File: src/rtl/ad5683_spi_rx.sv
// AD5683-format SPI slave: oversamples SYNC_N/SCLK/MOSI/LDAC_N in the clk domain
// and decodes 24-bit write frames into an input/DAC/control register model.
module ad5683_spi_rx #(
  parameter int          DAC_BITS   = 16,
  parameter logic [15:0] RESET_CODE = 16'h0
) (
  input  logic                clk,
  input  logic                rst,
  input  logic                sclk,
  input  logic                mosi,
  input  logic                sync_n,
  input  logic                ldac_n,
  output logic [15:0]         input_reg,
  output logic [15:0]         dac_reg,
  output logic [DAC_BITS-1:0] dac_code,
  output logic [4:0]          ctrl_reg,
  output logic [3:0]          cmd,
  output logic                frame_valid,
  output logic                frame_err,
  output logic [1:0]          dbg_state
);

  typedef enum logic [1:0] {
    S_WAIT_HI = 2'd0,
    S_IDLE    = 2'd1,
    S_SHIFT   = 2'd2,
    S_DECODE  = 2'd3
  } state_t;

  state_t      state_q, state_d;
  logic [1:0]  sclk_sync_q, mosi_sync_q, sync_sync_q, ldac_sync_q;
  logic        sclk_prev_q, sync_prev_q, ldac_prev_q;
  logic [19:0] shreg_q, shreg_d;
  logic [4:0]  bitcnt_q, bitcnt_d;
  logic [15:0] input_q, input_d, dac_q, dac_d;
  logic [4:0]  ctrl_q, ctrl_d;
  logic [3:0]  cmd_q, cmd_d;
  logic        valid_q, valid_d, err_q, err_d;

  logic sclk_s, mosi_s, sync_s, ldac_s;
  logic sclk_fall, sync_fall, sync_rise, ldac_fall;

  // SYNC_N resets low so a frame still open at reset release is never seen as a start.
  always_ff @(posedge clk) begin
    if (rst) begin
      sclk_sync_q <= 2'b00;
      mosi_sync_q <= 2'b00;
      sync_sync_q <= 2'b00;
      ldac_sync_q <= 2'b11;
      sclk_prev_q <= 1'b0;
      sync_prev_q <= 1'b0;
      ldac_prev_q <= 1'b1;
    end else begin
      sclk_sync_q <= {sclk_sync_q[0], sclk};
      mosi_sync_q <= {mosi_sync_q[0], mosi};
      sync_sync_q <= {sync_sync_q[0], sync_n};
      ldac_sync_q <= {ldac_sync_q[0], ldac_n};
      sclk_prev_q <= sclk_sync_q[1];
      sync_prev_q <= sync_sync_q[1];
      ldac_prev_q <= ldac_sync_q[1];
    end
  end

  assign sclk_s    = sclk_sync_q[1];
  assign mosi_s    = mosi_sync_q[1];
  assign sync_s    = sync_sync_q[1];
  assign ldac_s    = ldac_sync_q[1];
  assign sclk_fall = ~sclk_s & sclk_prev_q;
  assign sync_fall = ~sync_s & sync_prev_q;
  assign sync_rise = sync_s & ~sync_prev_q;
  assign ldac_fall = ~ldac_s & ldac_prev_q;

  always_ff @(posedge clk) begin
    if (rst) begin
      state_q  <= S_WAIT_HI;
      shreg_q  <= '0;
      bitcnt_q <= '0;
      input_q  <= RESET_CODE;
      dac_q    <= RESET_CODE;
      ctrl_q   <= '0;
      cmd_q    <= '0;
      valid_q  <= 1'b0;
      err_q    <= 1'b0;
    end else begin
      state_q  <= state_d;
      shreg_q  <= shreg_d;
      bitcnt_q <= bitcnt_d;
      input_q  <= input_d;
      dac_q    <= dac_d;
      ctrl_q   <= ctrl_d;
      cmd_q    <= cmd_d;
      valid_q  <= valid_d;
      err_q    <= err_d;
    end
  end

  always_comb begin
    state_d = state_q;
    case (state_q)
      S_WAIT_HI: if (sync_s)    state_d = S_IDLE;
      S_IDLE:    if (sync_fall) state_d = S_SHIFT;
      S_SHIFT:   if (sync_rise) state_d = S_DECODE;
      S_DECODE:                 state_d = S_IDLE;
      default:                  state_d = S_WAIT_HI;
    endcase
  end

  logic [3:0]  f_cmd;
  logic [15:0] f_data;
  logic        dec_writes;

  assign f_cmd  = shreg_q[19:16];
  assign f_data = shreg_q[15:0];

  always_comb begin
    shreg_d    = shreg_q;
    bitcnt_d   = bitcnt_q;
    input_d    = input_q;
    dac_d      = dac_q;
    ctrl_d     = ctrl_q;
    cmd_d      = cmd_q;
    valid_d    = 1'b0;
    err_d      = 1'b0;
    dec_writes = 1'b0;

    // Only the first 20 bits (command + data) are kept; the 4 trailing bits are just counted.
    if (state_q == S_IDLE && sync_fall) begin
      shreg_d  = '0;
      bitcnt_d = '0;
    end else if (state_q == S_SHIFT && !sync_rise && sclk_fall && bitcnt_q < 5'd24) begin
      if (bitcnt_q < 5'd20) shreg_d = {shreg_q[18:0], mosi_s};
      bitcnt_d = bitcnt_q + 5'd1;
    end

    if (state_q == S_DECODE) begin
      if (bitcnt_q == 5'd24) begin
        valid_d = 1'b1;
        cmd_d   = f_cmd;
        case (f_cmd)
          4'b0001: begin
            input_d    = f_data;
            dec_writes = 1'b1;
          end
          4'b0010: begin
            dac_d      = input_q;
            dec_writes = 1'b1;
          end
          4'b0011: begin
            input_d    = f_data;
            dac_d      = f_data;
            dec_writes = 1'b1;
          end
          4'b0100: begin
            if (f_data[15]) begin
              input_d    = RESET_CODE;
              dac_d      = RESET_CODE;
              ctrl_d     = '0;
              dec_writes = 1'b1;
            end else begin
              ctrl_d = f_data[14:10];
            end
          end
          default: ;
        endcase
      end else begin
        err_d = 1'b1;
      end
    end

    if (ldac_fall && !dec_writes) dac_d = input_q;
  end

  assign input_reg   = input_q;
  assign dac_reg     = dac_q;
  assign dac_code    = dac_q[15 -: DAC_BITS];
  assign ctrl_reg    = ctrl_q;
  assign cmd         = cmd_q;
  assign frame_valid = valid_q;
  assign frame_err   = err_q;
  assign dbg_state   = state_q;

endmodule

File: config.mk
export PLATFORM = sky130hd
export DESIGN_NAME = ad5683_spi_rx
export DESIGN_NICKNAME = d
export VERILOG_FILES = /design/src/rtl/ad5683_spi_rx.sv
export SDC_FILE = /design/constraint.sdc
export NUM_CORES = 1
export LEC_CHECK = 0
export BUFFER_PORTS_ARGS = -buffer_cell sky130_fd_sc_hd__buf_2
export CAP_MARGIN = 10
export CORE_ASPECT_RATIO = 1.4
export CORE_MARGIN = 2
export CORE_UTILIZATION = 45
export DETAILED_ROUTE_END_ITERATION = 10
export PLACE_DENSITY = 0.66
export SYNTH_ARGS = -nofsm -noshare
export SYNTH_HDL_FRONTEND = slang
export SYNTH_SLANG_ARGS = --single-unit
File: constraint.sdc
create_clock -name clk -period 3.51 [get_ports clk]
set_input_delay 0.702 -clock clk [delete_from_list [all_inputs] [get_ports clk]]
set_output_delay 0.702 -clock clk [all_outputs]
set_load 0.05 [all_outputs]
## Word-level counts from Yosys, hierarchy flattened

Index checks and enable logic that the tools add are counted.

| word-level totals | value |
|---|---|
| word-level logic and storage cells | 80 |
| register bits after elaboration | 81 |
| input port bits | 6 |
| output and inout port bits | 61 |

| operators by class | value |
|---|---|
| eq/ne operators | 13 |
| bitwise operators | 9 |
| order comparisons | 2 |
| muxes and demuxes | 17 |
| $add $sub $neg | 1 |
| reductions and logical operators | 22 |

Operator list:

| operator | count |
|---|---|
| $mux W16 | 4 |
| $pmux W16 S3 | 1 |
| $pmux W16 S2 | 1 |
| $lt A5 B5 Y1 const B | 2 |
| $eq A4 B2 Y1 const B | 2 |
| $ne A2 B2 Y1 const B | 4 |
| $pmux W2 S4 | 1 |
| $reduce_and A4 Y1 | 2 |
| $mux W2 | 3 |
| $reduce_and A3 Y1 | 2 |
| $reduce_bool A2 Y1 | 3 |
| $reduce_or A2 Y1 | 3 |
| $add A5 B1 Y5 const B | 1 |
| $eq A5 B5 Y1 const B | 1 |
| $logic_and A1 B1 Y1 | 5 |
| $mux W1 | 5 |
| $mux W5 | 1 |
| $not A1 Y1 | 5 |
| $and A1 B1 Y1 | 4 |
| $eq A2 B2 Y1 const B | 2 |
| $eq A4 B1 Y1 const B | 1 |
| $eq A4 B3 Y1 const B | 1 |
| $reduce_and A2 Y1 | 2 |
| $reduce_bool A4 Y1 | 1 |
| 6 further kinds | 7 |

## Logic depth before layout (Yosys ltp)

| logic depth | value |
|---|---|
| depth after elaboration | 9 |
| gate-level depth with buffers | 9 |
| depth with buffers taken out | 7 |

## Worst setup path after synthesis

Ideal clock, no wire load.

| timing | value |
|---|---|
| path type | reg-to-reg |
| start | reg state_q[0], in the netlist dbg_state[0] |
| end | reg dac_q[10], in the netlist dac_code[10] |
| path slack | 1.177 ns |
| clock period less this slack | 2.333 ns |
| buffers on the path | 2 |
| cell stages (with the launch flop) | 8 |
| required time | 3.371 ns |
| data arrival time | 2.193 ns |
| setup time | 0.139 ns |
| path through | dfxtp_1 ha_1 clkbuf_1 o2111a_1 o22ai_2 buf_2 a221oi_2 nor3_2 |

| on the way | value |
|---|---|
| cells in the longest elaborated chain, start to end | 6 |
| elaborated cells on any way between the ends | 10 |
| those cells by class | eq/ne (2); mux (2); reduce/logical (6) |

RTL lines:

| what | RTL line | source |
|---|---|---|
| from (decl) | 30 | `state_t state_q, state_d;` |
| from (signal assigned) | 85 | `state_q <= state_d;` |
| $eq A2 B2 Y1 * | 135 | `if (state_q == S_DECODE) begin` |
| $mux W1 | 135 |  |
| $logic_not A1 Y1 | 170 | `if (ldac_fall && !dec_writes) dac_d = input_q;` |
| $logic_and A1 B1 Y1 | 170 |  |
| $ne A3 B3 Y1 (no source line), or another cell as far along | n/a |  |
| $reduce_and A4 Y1 (no source line) | n/a |  |
| to (signal assigned) | 79 | `dac_q <= RESET_CODE;` |
| to (signal assigned) | 89 | `dac_q <= dac_d;` |
| to (decl) | 35 | `logic [15:0] input_q, input_d, dac_q, dac_d;` |

Every way passes the cells marked *; elsewhere a longest branch is shown, timed or not.
A chain may end at the register's enable or synchronous reset.

## Final worst setup path

| timing | value |
|---|---|
| start | reg bitcnt_q[0] |
| end | reg dac_q[9], in the netlist dac_code[9] |

| on the way | value |
|---|---|
| cells in the longest elaborated chain, start to end | 7 |
| elaborated cells on any way between the ends | 11 |
| those cells by class | eq/ne (2); mux (3); reduce/logical (6) |

RTL lines:

| what | RTL line | source |
|---|---|---|
| from (decl) | 34 | `logic [4:0] bitcnt_q, bitcnt_d;` |
| from (signal assigned) | 87 | `bitcnt_q <= bitcnt_d;` |
| $eq A5 B5 Y1 * | 136 | `if (bitcnt_q == 5'd24) begin` |
| $mux W1 | 136 |  |
| $mux W1 | 135 |  |
| $logic_not A1 Y1 | 170 |  |
| $logic_and A1 B1 Y1 | 170 |  |
| $ne A3 B3 Y1 (no source line), or another cell as far along | n/a |  |
| $reduce_and A4 Y1 (no source line) | n/a |  |

Marks and branches as above.

==> flow_metrics.py <==
metrics = {
    "drt": {
        "drtPass1Iterations": 4,
        "ant_nets": 0,
        "drc": 0,
        "vias": 2637,
        "first_iter_violations": 143,
        "drt-total-wl_um": 7090,
        "wl_per_cell_um": 14.1,
        "vias_per_cell": 5.23,
    },
    "timing": {
        "hold_slack_ns": 0.415,
        "maxSlewHeadroom": 0.236,
        "tns_ns": 0,
        "period_share": 0.751,
        "fmax_ghz": 0.379,
        "worstMarginPinSlew_ns": 1.14,
        "finalCriticalPeriod_ns": 2.64,
        "slew_viol_final": 0,
        "setup_viol": 0,
        "skew_ns": 0.0129,
        "finalHoldViolations": 0,
        "rsz0062_at_grt": "no",
    },
    "power": {
        "comb_power_share": 0.118,
        "p_leak_nw": 1.80,
        "intPower_w": 0.00150,
        "power.density_mw_per_mm2": 510,
        "pwr-share-clk": 0.406,
        "p_sw_w": 0.000514,
        "sw_frac_of_total": 0.255,
        "power_frac_seq": 0.477,
        "peakVddDrop_v": 0.000362,
    },
    "critical_path": {
        "worstPathMaxFanout": 13,
        "crit_chain": "inv_1 > ha_1 > and4b_1 > nand2_4 > a2111oi_4 > buf_4 > a221oi_2 > nor3_2",
        "critPathTopFamily": "compound AO/OA/AOI/OAI gates",
        "path_buf_inv": 2,
        "worstSetupStartpoint": "bitcnt_q[0]",
        "critical_path_arrival_ns": 2.92,
        "critPathSlowestCell": "a2111oi_4",
        "cp-start-kind": "flop",
        "slowest_delay_ns": 0.90,
        "end_kind": "flop",
        "criticalPathCategory": "flop to flop",
        "crit_required_ns": 3.79,
        "r2r_start": "bitcnt_q[0]",
    },
    "clock_tree": {
        "cts_max_level": 3,
        "clockBufferDepth": 2,
        "path_clk_slew_ns": 0.08,
        "clock_latency_ns": 0.36,
        "cts-root-buf": "clkbuf_8",
        "postCtsSetupBuffers": 0,
        "cts_hold_buf": 0,
        "tritoncts": "built",
        "cts_resized": 0,
        "numCtsBuffers": 9,
        "clock-sinks": 81,
    },
    "synthesis": {
        "synthCells": 359,
        "synth.most_common_cell": "dfxtp_1",
        "ys_ff_latch": 81,
        "synth_edf_count": 0,
        "yosys-top-cells-count": "81 x dfxtp_1, 52 x nor2_1, 26 x a21oi_1, 25 x nand2_1, 22 x mux2i_1",
        "syn_area_mm2": 0.00345,
        "yosys_most_used_dff": "dfxtp_1",
        "ys_seq_area_frac": 0.470,
        "yosys_warnings": 0,
        "syn_nets": 372,
        "synthArstFlopShare": 0,
        "syn_avg_cell_area_um2": 9.61,
        "yosysTopAreaCell": "dfxtp_1",
        "synth_top_area_frac": 0.470,
        "synthTopCellsByArea": "dfxtp_1 47%, mux2i_1 6.4%, nor2_1 5.7%, a221oi_2 4.4%, buf_4 3.9%",
        "ys_types": 43,
    },
    "global_routing": {
        "grt_pass1_vias": 2394,
        "grt_max_degree": 35,
        "grt_overflow_total": 0,
        "grt_use_total": 0.176,
        "grt_first_pass_wirelength_um": 11500,
        "antenna_found_initial": 0,
    },
    "cells_and_area": {
        "layout-drive-gt1-share": 0.285,
        "layout.nets": 415,
        "fill_cells": 700,
        "num_antenna_cells": 0,
        "syn2layout_area_growth_pct": 14.4,
        "final_core_util": 0.533,
        "largest_register_ffs": 20,
    },
    "die": {
        "dieArea_mm2": 0.00840,
        "die_width_um": 78.0,
        "num_rows": 37,
        "start_util": 0.466,
        "fp.dieH_um": 108,
        "ioPinCount": 67,
        "design.core.area_mm2": 0.00741,
    },
    "outcome": {
        "outcome": "finished, final reports clean",
    },
    "placement": {
        "hpwlAfterDp_um": 4770,
        "portBuffers": 66,
        "gp_congestion": 0.824,
    },
    "run": {
        "max_cap_violations": 0,
    },
    "hold_path": {
        "hold_path.class": "flop to flop",
        "hold_path.startpoint": "ldac_sync_q[0]",
    },
}
==> area by class of cell <==
class                           instances  area [um2]  share of cell area
Tap cell                               97         121              0.0307
Inverter                                7        26.3             0.00666
Clock inverter                          5         103              0.0260
Timing Repair Buffer                   69         353              0.0894
Clock buffer                           11         141              0.0358
Multi-Input combinational cell        234        1580               0.401
Sequential cell                        81        1620               0.411
==> kinds of logic (layout without fill, tap and decap cells) <==
kind of cell / after synthesis / in the layout / share of synthesized area
AO/OA/AOI/OAI: 58 / 58 / 0.147
XOR/XNOR: 3 / 3 / 0.00762
adder cells (fa/ha/maj): 7 / 7 / 0.0254
buffers and inverters: 44 / 92 / 0.0718
flip-flops: 81 / 81 / 0.470
multiplexers: 22 / 22 / 0.0638
AND/OR/NAND/NOR: 144 / 144 / 0.215
==> power by group through the flow <==
stage | Sequential [W] | Combinational, W | Clock, W
final | 0.000959 | 0.000237 | 0.000816
after global routing | 0.000962 | 0.000257 | 0.000866
after CTS | 0.000959 | 0.000238 | 0.000834
after detailed placement | 0.000981 | 0.000238 | 0
after global placement | 0.000979 | 0.000236 | 0
after floorplan | 0.00104 | 0.000145 | 0
==> placed cells by master, fill, tap and decap left out, types with 2 or more instances in the layout <==
cell type / count
a21oi_1: 26
a221oi_1: 6
a221oi_2: 10
buf_2: 66
buf_4: 3
bufinv_16: 3
clkbuf_8: 10
dfxtp_1: 81
ha_1: 7
inv_1: 7
mux2i_1: 22
nand2_1: 25
nand2b_1: 2
nand3_1: 20
nand4_1: 2
nor2_1: 52
nor2b_1: 12
nor3_1: 7
nor3_2: 10
nor3b_1: 6
o22ai_2: 2
or2_2: 3
xor2_1: 2
==> worst paths after layout <==
kind	endpoint	slack [ns]	depth (start not counted)
setup / recovery	dac_code[9]	0.87	8
hold / removal	ldac_sync_q[1]	0.41	1
setup reg to reg	dac_code[9]	0.87	8
hold reg to reg	ldac_sync_q[1]	0.41	1
==> per-layer routing <==
metal	track usage	wire, um	up-vias
met5	0	0	-
met4	0.0940	166	0
met3	0.0344	286	13
met2	0.302	3590	66
met1	0.206	3040	1241
li1	-	-	1317
==> stage by stage <==
| step | instances | area [um2] | total power, W | setup WS, ns |
|---|---|---|---|---|
| after global placement | 488 | 3700 | 0.00122 | 0.977 |
| after detailed placement | 488 | 3700 | 0.00122 | 0.891 |
| after floorplan | 359 | 3450 | 0.00118 | 1.18 |
| after global routing | 504 | 3950 | 0.00209 | 0.707 |
| final | 504 | 3950 | 0.00201 | 0.875 |
| after CTS | 504 | 3950 | 0.00203 | 0.865 |
(Power assumes the default switching activity.)
